**config.mk**
```make
export PLATFORM = sky130hd
export DESIGN_NAME = ws_frame_sequencer_flat
export DESIGN_NICKNAME = d
export VERILOG_FILES = /design/src/rtl/ws_frame_sequencer_if.sv /design/src/rtl/ws_frame_sequencer.sv /design/src/flat_wrapper.sv
export SDC_FILE = /design/constraint.sdc
export NUM_CORES = 1
export LEC_CHECK = 0
export CORE_AREA = 2 2 69 103
export CTS_BUF_LIST = sky130_fd_sc_hd__clkbuf_2
export DETAILED_ROUTE_END_ITERATION = 12
export DIE_AREA = 0 0 71 105
export PLACE_DENSITY = 0.68
export RECOVER_POWER = 100
export SLEW_MARGIN = 10
export SYNTH_ARGS = -nofsm -noshare
export SYNTH_HDL_FRONTEND = slang
export SYNTH_SLANG_ARGS = --single-unit
```
**constraint.sdc**
```tcl
create_clock -name i_clk -period 5.4 [get_ports i_clk]
set_input_delay 1.08 -clock i_clk [delete_from_list [all_inputs] [get_ports i_clk]]
set_output_delay 1.08 -clock i_clk [all_outputs]
set_load 0.05 [all_outputs]
```
**src/rtl/ws_frame_sequencer_if.sv**
```systemverilog
// Pixel hand-off bundle between the frame sequencer (master) and the pixel buffer (slave).
interface ws_frame_sequencer_if #(
  parameter int IDX_W = 9
);
  logic [23:0]      o_pixel_data;
  logic             o_pixel_valid;
  logic             i_pixel_ready;
  logic [IDX_W-1:0] o_pixel_index;

  modport master (
    output o_pixel_data,
    output o_pixel_valid,
    output o_pixel_index,
    input  i_pixel_ready
  );

  modport slave (
    input  o_pixel_data,
    input  o_pixel_valid,
    input  o_pixel_index,
    output i_pixel_ready
  );
endinterface

```
**src/rtl/ws_frame_sequencer.sv**
```systemverilog
// Single-wire LED frame sequencer: classifies high pulses into bits, assembles 24-bit
// pixels MSB first, detects the low latch gap and presents pixels over valid/ready.
module ws_frame_sequencer #(
  parameter int WIDTH     = 10,
  parameter int T0H_MIN   = 10,
  parameter int T1H_MIN   = 35,
  parameter int TH_MAX    = 90,
  parameter int RESET_MIN = 500,
  parameter int IDX_W     = 9
) (
  input  logic                  i_clk,
  input  logic                  i_reset,
  input  logic                  i_rise,
  input  logic                  i_fall,
  input  logic [WIDTH-1:0]      i_timer_value,
  ws_frame_sequencer_if.master  pix,
  output logic                  o_latch,
  output logic                  o_err_glitch,
  output logic                  o_err_partial,
  output logic                  o_err_overflow
);

  typedef enum logic [1:0] {
    S_IDLE  = 2'd0,
    S_HIGH  = 2'd1,
    S_LOW   = 2'd2,
    S_ERROR = 2'd3
  } state_t;

  localparam logic [WIDTH-1:0] L_T0H_MIN   = WIDTH'(T0H_MIN);
  localparam logic [WIDTH-1:0] L_T1H_MIN   = WIDTH'(T1H_MIN);
  localparam logic [WIDTH-1:0] L_TH_MAX    = WIDTH'(TH_MAX);
  localparam logic [WIDTH-1:0] L_RESET_MIN = WIDTH'(RESET_MIN);
  localparam logic [IDX_W-1:0] L_IDX_MAX   = {IDX_W{1'b1}};
  localparam logic [IDX_W-1:0] L_IDX_ONE   = {{(IDX_W-1){1'b0}}, 1'b1};

  state_t           r_state;
  state_t           w_state_nx;
  logic [22:0]      r_shift;
  logic [22:0]      w_shift_nx;
  logic [4:0]       r_count;
  logic [4:0]       w_count_nx;
  logic             r_err_high;
  logic             w_err_high_nx;
  logic [23:0]      r_data;
  logic             r_valid;
  logic [IDX_W-1:0] r_idx;
  logic             r_idx_clr_pend;
  logic             r_latch;
  logic             r_glitch;
  logic             r_partial;
  logic             r_overflow;

  logic             w_both;
  logic             w_gap;
  logic             w_legal;
  logic             w_is_one;
  logic [23:0]      w_word;
  logic             w_latch;
  logic             w_glitch;
  logic             w_partial;
  logic             w_word_done;
  logic             w_accept;
  logic             w_blocked;

  assign w_both    = i_rise & i_fall;
  assign w_gap     = (i_timer_value >= L_RESET_MIN);
  assign w_legal   = (i_timer_value >= L_T0H_MIN) && (i_timer_value <= L_TH_MAX);
  assign w_is_one  = (i_timer_value >= L_T1H_MIN);
  assign w_word    = {r_shift, w_is_one};
  assign w_accept  = r_valid & pix.i_pixel_ready;
  assign w_blocked = r_valid & ~pix.i_pixel_ready;

  // Line-state tracking, bit classification and frame-gap detection
  always_comb begin
    w_state_nx    = r_state;
    w_shift_nx    = r_shift;
    w_count_nx    = r_count;
    w_err_high_nx = r_err_high;
    w_latch       = 1'b0;
    w_glitch      = 1'b0;
    w_partial     = 1'b0;
    w_word_done   = 1'b0;
    if (w_both && (r_state != S_IDLE)) begin
      w_glitch      = 1'b1;
      w_state_nx    = S_ERROR;
      w_shift_nx    = 23'd0;
      w_count_nx    = 5'd0;
      w_err_high_nx = 1'b0;
    end else begin
      case (r_state)
        S_IDLE: begin
          if (i_rise) begin
            w_state_nx = S_HIGH;
          end else begin
            w_state_nx = S_IDLE;
          end
        end
        S_HIGH: begin
          if (i_fall && w_legal) begin
            w_state_nx = S_LOW;
            if (r_count == 5'd23) begin
              w_word_done = 1'b1;
              w_count_nx  = 5'd0;
              w_shift_nx  = 23'd0;
            end else begin
              w_count_nx  = r_count + 5'd1;
              w_shift_nx  = w_word[22:0];
            end
          end else if (i_fall) begin
            w_glitch      = 1'b1;
            w_state_nx    = S_ERROR;
            w_shift_nx    = 23'd0;
            w_count_nx    = 5'd0;
            w_err_high_nx = 1'b0;
          end else begin
            w_state_nx = S_HIGH;
          end
        end
        S_LOW: begin
          if (i_rise) begin
            w_state_nx = S_HIGH;
          end else if (!i_fall && w_gap) begin
            w_latch    = 1'b1;
            w_partial  = (r_count != 5'd0);
            w_shift_nx = 23'd0;
            w_count_nx = 5'd0;
            w_state_nx = S_IDLE;
          end else begin
            w_state_nx = S_LOW;
          end
        end
        S_ERROR: begin
          // Only a genuine low gap (not a long high) may end the error state
          if (i_rise) begin
            w_err_high_nx = 1'b1;
          end else if (i_fall) begin
            w_err_high_nx = 1'b0;
          end else if (!r_err_high && w_gap) begin
            w_latch    = 1'b1;
            w_state_nx = S_IDLE;
          end else begin
            w_state_nx = S_ERROR;
          end
        end
        default: begin
          w_state_nx = S_IDLE;
        end
      endcase
    end
  end

  // Control state and registered pulse outputs
  always_ff @(posedge i_clk) begin
    if (i_reset) begin
      r_state    <= S_IDLE;
      r_shift    <= 23'd0;
      r_count    <= 5'd0;
      r_err_high <= 1'b0;
      r_latch    <= 1'b0;
      r_glitch   <= 1'b0;
      r_partial  <= 1'b0;
      r_overflow <= 1'b0;
    end else begin
      r_state    <= w_state_nx;
      r_shift    <= w_shift_nx;
      r_count    <= w_count_nx;
      r_err_high <= w_err_high_nx;
      r_latch    <= w_latch;
      r_glitch   <= w_glitch;
      r_partial  <= w_partial;
      r_overflow <= w_word_done & w_blocked;
    end
  end

  // Pixel holding register, handshake and frame index
  always_ff @(posedge i_clk) begin
    if (i_reset) begin
      r_data         <= 24'd0;
      r_valid        <= 1'b0;
      r_idx          <= {IDX_W{1'b0}};
      r_idx_clr_pend <= 1'b0;
    end else begin
      if (w_word_done && !w_blocked) begin
        r_data  <= w_word;
        r_valid <= 1'b1;
      end else if (w_accept) begin
        r_valid <= 1'b0;
      end else begin
        r_valid <= r_valid;
      end
      // A latch while a pixel is still held defers the index clear to its acceptance
      if (w_latch && w_blocked) begin
        r_idx_clr_pend <= 1'b1;
      end else if (w_latch) begin
        r_idx          <= {IDX_W{1'b0}};
        r_idx_clr_pend <= 1'b0;
      end else if (w_accept && r_idx_clr_pend) begin
        r_idx          <= {IDX_W{1'b0}};
        r_idx_clr_pend <= 1'b0;
      end else if (w_accept && (r_idx != L_IDX_MAX)) begin
        r_idx          <= r_idx + L_IDX_ONE;
      end else begin
        r_idx          <= r_idx;
      end
    end
  end

  assign pix.o_pixel_data  = r_data;
  assign pix.o_pixel_valid = r_valid;
  assign pix.o_pixel_index = r_idx;
  assign o_latch           = r_latch;
  assign o_err_glitch      = r_glitch;
  assign o_err_partial     = r_partial;
  assign o_err_overflow    = r_overflow;

endmodule

```
**src/flat_wrapper.sv**
```systemverilog
// flat-port wrapper written by rule: the top's interface ports become plain ports
module ws_frame_sequencer_flat 
#(
  parameter int WIDTH     = 10,
  parameter int T0H_MIN   = 10,
  parameter int T1H_MIN   = 35,
  parameter int TH_MAX    = 90,
  parameter int RESET_MIN = 500,
  parameter int IDX_W     = 9
)
  (i_clk, i_reset, i_rise, i_fall, i_timer_value, o_latch, o_err_glitch, o_err_partial, o_err_overflow, pix_o_pixel_data, pix_o_pixel_valid, pix_o_pixel_index, pix_i_pixel_ready);
  ws_frame_sequencer_if #(.IDX_W(IDX_W)) pix_i ();
  input  logic i_clk;
  input  logic i_reset;
  input  logic i_rise;
  input  logic i_fall;
  input  logic [WIDTH-1:0] i_timer_value;
  output logic o_latch;
  output logic o_err_glitch;
  output logic o_err_partial;
  output logic o_err_overflow;
  output wire logic [$bits(pix_i.o_pixel_data)-1:0] pix_o_pixel_data;
  output wire logic [$bits(pix_i.o_pixel_valid)-1:0] pix_o_pixel_valid;
  output wire logic [$bits(pix_i.o_pixel_index)-1:0] pix_o_pixel_index;
  input wire logic [$bits(pix_i.i_pixel_ready)-1:0] pix_i_pixel_ready;
  assign pix_o_pixel_data = pix_i.o_pixel_data;
  assign pix_o_pixel_valid = pix_i.o_pixel_valid;
  assign pix_o_pixel_index = pix_i.o_pixel_index;
  assign pix_i.i_pixel_ready = pix_i_pixel_ready;
  ws_frame_sequencer #(.WIDTH(WIDTH), .T0H_MIN(T0H_MIN), .T1H_MIN(T1H_MIN), .TH_MAX(TH_MAX), .RESET_MIN(RESET_MIN), .IDX_W(IDX_W)) u_core (.i_clk(i_clk), .i_reset(i_reset), .i_rise(i_rise), .i_fall(i_fall), .i_timer_value(i_timer_value), .pix(pix_i), .o_latch(o_latch), .o_err_glitch(o_err_glitch), .o_err_partial(o_err_partial), .o_err_overflow(o_err_overflow));
endmodule
```
==> metrics.yaml, run 1 <==
synthDistinctLibCells: 51
wl_um: 6151
power.share.switching: 0.2904
wl_met1_um: 2788
worst-r2r-setup-slack_ns: 2.23
fmax_ghz: 0.2544
finClkSkew_ns: 0.02932
power.internal_w: 0.0006722
fillers: 620
vias: 2413
required_ns: 5.77
syn-instance-count: 308
route.detailed.drc: 0
die-area_um2: 7455
num-nets-final: 376
crit_cells: 5
power_frac_seq: 0.569
wl_met3_um: 323
post-route-min-period_ns: 3.931
rows: 36
numCtsBuffers: 9
placed_cells: 422
rsz0062_at_grt: "no"
crit_fanout: 24
antenna_left: 0
syn_nets: 327
place_congestion: 0.8293
critPathBufInv: 1
relSlewSlack: -0.1287
path_cells: "dlygate4sd3_1, a2111oi_4, nand4_1, mux2i_1, nor2_1"
power_density_nw_per_um2: 260.4
cts.sinks: 70
start_util: 0.4594
rr_worst_depth: 5
grt_usage: 0.1714
worstSetupEndpoint: "u_core.pix.o_pixel_data[0]$_SDFFE_PP0P_"
final_cells: 438
cpPeakStageDelay_ns: 1.39
worst_ep_arrival_time_ns: 4.30
finalPower_w: 0.0009473
timing.hold.ws_ns: 0.5140
final.setup.tns_ns: 0
post_drt_wl_per_cell_um: 14.04
cts_root_buffer: "clkbuf_2"
coreArea_um2: 6531
status: "finished, violations left"
postCtsHoldBufs: 0
dp_hpwl_um: 4232
synth_edf_count: 0
min_path_cells: 2
htreeDepth: 3
ir_drop_mv: 0.1603
yosysWarningCount: 0
drtPass1Iterations: 4
tightest_slew_ns: 1.688
synth_area_um2: 3000
numPortBuffers: 52
slew_viol_final: 42
final_cell_mix: "70 x dfxtp_1, 43 x nor2_1, 41 x dlygate4sd3_1, 37 x mux2i_1, 14 x inv_1"
met2_wirelength_um: 2921
crit_start: "i_timer_value[5]"
synth-async-reset-ratio: 0
start_kind: "primary input"
io_pins: 53
final_common_cell: "dfxtp_1"
cpLargestDelayFamily: "simple AND/OR/NAND/NOR gates"
violations: "max-capacitance violations, max-slew violations"
ys_ff_latch: 70
layout-drive-gt1-share: 0.06906
period_share: 0.7280
cts-resized-gates: 0
die_h_um: 105
grt_max_degree: 25
hold_class: "register to register"
grt_antenna_before_repair: 0
clockBufferDepth: 2
post-route-util: 0.5569
cts_tree: "built"
crit_slowest_cell: "nand4_1"
grt_pass1_wl_um: 10470
p_leak_nw: 1.636
grt-ovfl-total: 0
highest_layer: "met4"
r2r-start: "u_core.r_state[1]$_SDFFE_PP0P_"
insertion_delay_ns: 0.51
n_antenna_cell: 0
setup_viol: 0
switchingPower_w: 0.0002751
power_frac_comb: 0.113
syn_area_per_cell_um2: 9.741
critPathKind: "primary input to register"
power.share.clock: 0.318
fp.dieW_um: 71
end_kind: "register"
yosysSeqAreaShare: 0.4671
r2r-end: "u_core.r_count[3]$_SDFFE_PP0P_"
synthFlopType: "dfxtp_1"
hold_viol: 0
viasPerCell: 5.509
grt_pass1_vias: 2273
drt_iter0_markers: 127
maxCapViolations: 2
path_clk_slew_ns: 0.21
cts_setup_buffers: 0
syn_to_final_growth_pct: 21.23
## metrics by stage
step | setup WS, ns | cell area [um2]
after floorplan | 2.948 | 3000
after global placement | 1.541 | 3535
after detailed placement | 1.501 | 3535
after CTS | 2.023 | 3652
after global routing | 1.133 | 3637
final | 1.469 | 3637
## metal layers
layer | up-vias | global-route usage
met4 | 0 | 0.06873
met2 | 67 | 0.2750
li1 | 1203 | -
met3 | 13 | 0.04243
met5 | - | 0
met1 | 1130 | 0.2183
## sequential cells by signal (all words and copies together), names as in the netlist
| name | count |
|---|---|
| u_core.o_err_overflow | 1 |
| u_core.pix.o_pixel_valid | 1 |
| u_core.pix.o_pixel_index | 9 |
| u_core.pix.o_pixel_data | 24 |
| u_core.r_idx_clr_pend | 1 |
| u_core.o_err_glitch | 1 |
| u_core.o_latch | 1 |
| u_core.o_err_partial | 1 |
| u_core.r_count | 5 |
| u_core.r_shift | 23 |
| u_core.r_state | 2 |
| u_core.r_err_high | 1 |
## area by class of cell
cell class              count  area (um2)  area share
multi-input cells         209        1443      0.3966
flip-flops and latches     70        1401      0.3853
repair buffers             53       528.0      0.1452
well taps                  76       95.09     0.02614
clock inverters             7       72.57     0.01995
inverters                  14       52.55     0.01445
clock buffers               9       45.04     0.01238
## power groups by stage
stage / Clock, W / Combinational (W) / Sequential [W]
6_report: 0.000301 / 0.000107 / 0.000539
5_1_grt: 0.000333 / 0.000116 / 0.000542
4_1_cts: 0.000312 / 0.000112 / 0.000540
3_5_place_dp: 0 / 0.000111 / 0.000550
3_3_place_gp: 0 / 0.000110 / 0.000550
2_1_floorplan: 0 / 0.0000492 / 0.000574
## cells by family (layout without fill, tap and decap cells)
| group | count (synthesis) | in the layout | synth area share |
|---|---|---|---|
| multiplexers | 38 | 38 | 0.1272 |
| flip-flops | 70 | 70 | 0.4671 |
| adder cells (fa/ha/maj) | 4 | 4 | 0.01668 |
| buffers and inverters | 29 | 83 | 0.04712 |
| AO/OA/AOI/OAI | 57 | 57 | 0.1451 |
| AND/OR/NAND/NOR | 109 | 109 | 0.1939 |
| XOR/XNOR | 1 | 1 | 0.002920 |
## cell usage after synthesis (2+ instances only)
| library cell | number | share of area |
|---|---|---|
| mux2i_1 | 37 | 0.12 |
| and3_1 | 3 | 0.0063 |
| a22o_1 | 13 | 0.038 |
| nor4_1 | 4 | 0.0083 |
| nand3b_1 | 5 | 0.013 |
| nand3_1 | 12 | 0.020 |
| nor2b_1 | 2 | 0.0042 |
| o311ai_0 | 6 | 0.018 |
| o211ai_1 | 4 | 0.010 |
| o21ai_0 | 8 | 0.013 |
| inv_1 | 14 | 0.018 |
| ha_1 | 4 | 0.017 |
| buf_6 | 2 | 0.0075 |
| nand4b_1 | 2 | 0.0058 |
| nor3_2 | 2 | 0.0067 |
| nor4b_1 | 2 | 0.0058 |
| buf_4 | 3 | 0.0075 |
| clkbuf_1 | 5 | 0.0063 |
| nand2_1 | 13 | 0.016 |
| buf_2 | 5 | 0.0083 |
| dfxtp_1 | 70 | 0.47 |
| nand2b_1 | 7 | 0.015 |
| a21oi_1 | 12 | 0.020 |
| nor2_1 | 43 | 0.054 |
| nor3_1 | 4 | 0.0067 |
## worst min-delay path: stages (launching register included)
cell     delay (ns)
dfxtp_1        0.37
mux2i_1        0.07
nor2_1         0.08
## worst min-delay path by stage
stage / start / endpoint
final: u_core.r_shift[22]$_SDFFE_PP0P_ / u_core.pix.o_pixel_data[23]$_SDFFE_PP0P_
after global routing: u_core.r_shift[21]$_SDFFE_PP0P_ / u_core.pix.o_pixel_data[22]$_SDFFE_PP0P_
after CTS: u_core.r_idx_clr_pend$_SDFFE_PP0P_ / u_core.r_idx_clr_pend$_SDFFE_PP0P_
after detailed placement: u_core.r_shift[22]$_SDFFE_PP0P_ / u_core.r_shift[22]$_SDFFE_PP0P_
after global placement: u_core.r_shift[22]$_SDFFE_PP0P_ / u_core.r_shift[22]$_SDFFE_PP0P_
after floorplan: u_core.r_shift[22]$_SDFFE_PP0P_ / u_core.r_shift[22]$_SDFFE_PP0P_
(Power assumes the default switching activity.)
==> run 2: changes to the inputs <==
--- a/config.mk
+++ b/config.mk
@@ -9,7 +9,7 @@
 export CTS_BUF_LIST = sky130_fd_sc_hd__clkbuf_2
 export DETAILED_ROUTE_END_ITERATION = 12
 export DIE_AREA = 0 0 71 105
-export PLACE_DENSITY = 0.68
+export PLACE_DENSITY = 0.71
 export RECOVER_POWER = 100
 export SLEW_MARGIN = 10
 export SYNTH_ARGS = -nofsm -noshare
==> constraint.sdc (replaced) <==
create_clock -name i_clk -period 3.4 [get_ports i_clk]
set_input_delay 0.68 -clock i_clk [delete_from_list [all_inputs] [get_ports i_clk]]
set_output_delay 0.68 -clock i_clk [all_outputs]
set_load 0.05 [all_outputs]
==> run 2 against run 1 <==
Clock power up 58%. Die area unchanged. Wire length down 3.3%. The run now ends clean. Count of clock-buffer cells in the layout unchanged. Register-to-register slack worse by 1.4 ns.
==> metrics.yaml, run 2 (synthesis gave the netlist of run 1 again) <==
status: "completed"
grtUsageMet2: 0.2830
grt_usage: 0.1683
power.share.switching: 0.2886
finClkSkew_ns: 0.02248
critPathKind: "primary input to register"
grt_max_degree: 25
final_cells: 443
cts_setup_buffers: 0
p_leak_nw: 1.654
clockBufferDepth: 2
die-area_um2: 7455
start_kind: "primary input"
start_util: 0.4594
route.detailed.drc: 0
period_share: 0.8542
crit_fanout: 10
relSlewSlack: 0.1216
largest_register_ffs: 24
path_cells: "dlygate4sd3_1, nand4b_1, o21ai_0, nand2_1, o21ai_1, o311ai_0"
use_met3: 0.04725
post-route-min-period_ns: 2.904
htreeDepth: 3
tightest_slew_ns: 1.313
cts_tree: "built"
fillers: 596
syn_to_final_growth_pct: 21.73
end_kind: "register"
post_drt_wl_per_cell_um: 13.42
grt_antenna_before_repair: 0
final_cell_mix: "70 x dfxtp_1, 44 x nor2_1, 40 x dlygate4sd3_1, 37 x mux2i_1, 14 x inv_1"
grt_busiest_layer: "met2"
final_common_cell: "dfxtp_1"
power_frac_seq: 0.569
grt-ovfl-total: 0
met1_usage: 0.2028
dp_hpwl_um: 4291
grt_pass1_vias: 2307
fp.dieW_um: 71
place_congestion: 0.7689
ir_drop_mv: 0.2756
num-nets-final: 381
grt_pass1_wl_um: 10250
hold_class: "register to register"
postCtsHoldBufs: 0
power.share.clock: 0.317
power_density_nw_per_um2: 412.3
placed_cells: 427
io_pins: 53
switchingPower_w: 0.0004345
cts.sinks: 70
path_clk_slew_ns: 0.22
numPortBuffers: 52
design_area_um2: 3652
crit_slowest_cell: "dlygate4sd3_1"
fin_ws_ns: 0.4959
slew_viol_final: 0
hold_viol: 0
die_h_um: 105
maxCapViolations: 0
placed_cell_area_um2: 3572
required_ns: 3.74
drtPass1Iterations: 4
cts_root_buffer: "clkbuf_2"
rsz0062_at_grt: "no"
n_antenna_cell: 0
worst_ep_arrival_time_ns: 3.25
rows: 36
cts-resized-gates: 0
setup_viol: 0
fmax_ghz: 0.3443
place_ws_ns: 0.4022
layout-drive-gt1-share: 0.07357
insertion_delay_ns: 0.48
vias: 2389
coreArea_um2: 6531
drt_iter0_markers: 114
power_frac_comb: 0.114
wl_um: 5947
numCtsBuffers: 9
power.internal_w: 0.001071
antenna_left: 0
final.setup.tns_ns: 0
cpPeakStageDelay_ns: 0.66
viasPerCell: 5.393
## run 2: metrics by stage
step / utilization / power (W) / hold slack, ns
2_1_floorplan: - / 0.0009896 / 0.4487
3_3_place_gp: 0.5469 / 0.001050 / 0.4629
3_5_place_dp: 0.5469 / 0.001054 / 0.4713
4_1_cts: 0.5651 / 0.001531 / 0.5147
5_1_grt: 0.5592 / 0.001568 / 0.5259
6_report: 0.5592 / 0.001506 / 0.5097
## run 2: per-layer routing
layer  part of all wire  routed length (um)  vias to the layer above
li1                   -                   -                     1221
met5                  0                   0                        -
met1               0.46                2711                     1109
met2               0.48                2875                       53
met4              0.010                  62                        0
met3              0.050                 297                        6
## run 2: final timing paths
check,startpoint,endpoint,slack [ns],cells past startpoint
worst max-delay path,i_fall,u_core.pix.o_pixel_index[2]$_SDFFE_PP0P_,0.50,6
worst max register to register,u_core.pix.o_pixel_index[0]$_SDFFE_PP0P_,u_core.pix.o_pixel_index[2]$_SDFFE_PP0P_,0.86,9
worst min-delay path,u_core.r_shift[0]$_SDFFE_PP0P_,u_core.r_shift[1]$_SDFFE_PP0P_,0.51,1
worst min register to register,u_core.r_shift[0]$_SDFFE_PP0P_,u_core.r_shift[1]$_SDFFE_PP0P_,0.51,1
## run 2: cell type report
class	count	area, um2	share of cell area
Multi-Input combinational cell	209	1425	0.3902
Tap cell	76	95.09	0.02604
Inverter	14	52.55	0.01439
Clock inverter	7	73.82	0.02021
Timing Repair Buffer	58	559.3	0.1531
Sequential cell	70	1401	0.3837
Clock buffer	9	45.04	0.01233
## run 2: critical path, delay by kind of cell
family          cells  cell delay (ns)
compound gates      3             1.43
simple gates        2             0.48
buf+inv             1             0.66
## run 2: power by group through the flow
stage / combinational (W) / clock, W / sequential (W)
after global placement: 0.000177 / 0 / 0.000873
after floorplan: 0.0000782 / 0 / 0.000911
after detailed placement: 0.000180 / 0 / 0.000874
after global routing: 0.000186 / 0.000520 / 0.000861
final: 0.000172 / 0.000477 / 0.000857
after CTS: 0.000180 / 0.000493 / 0.000857
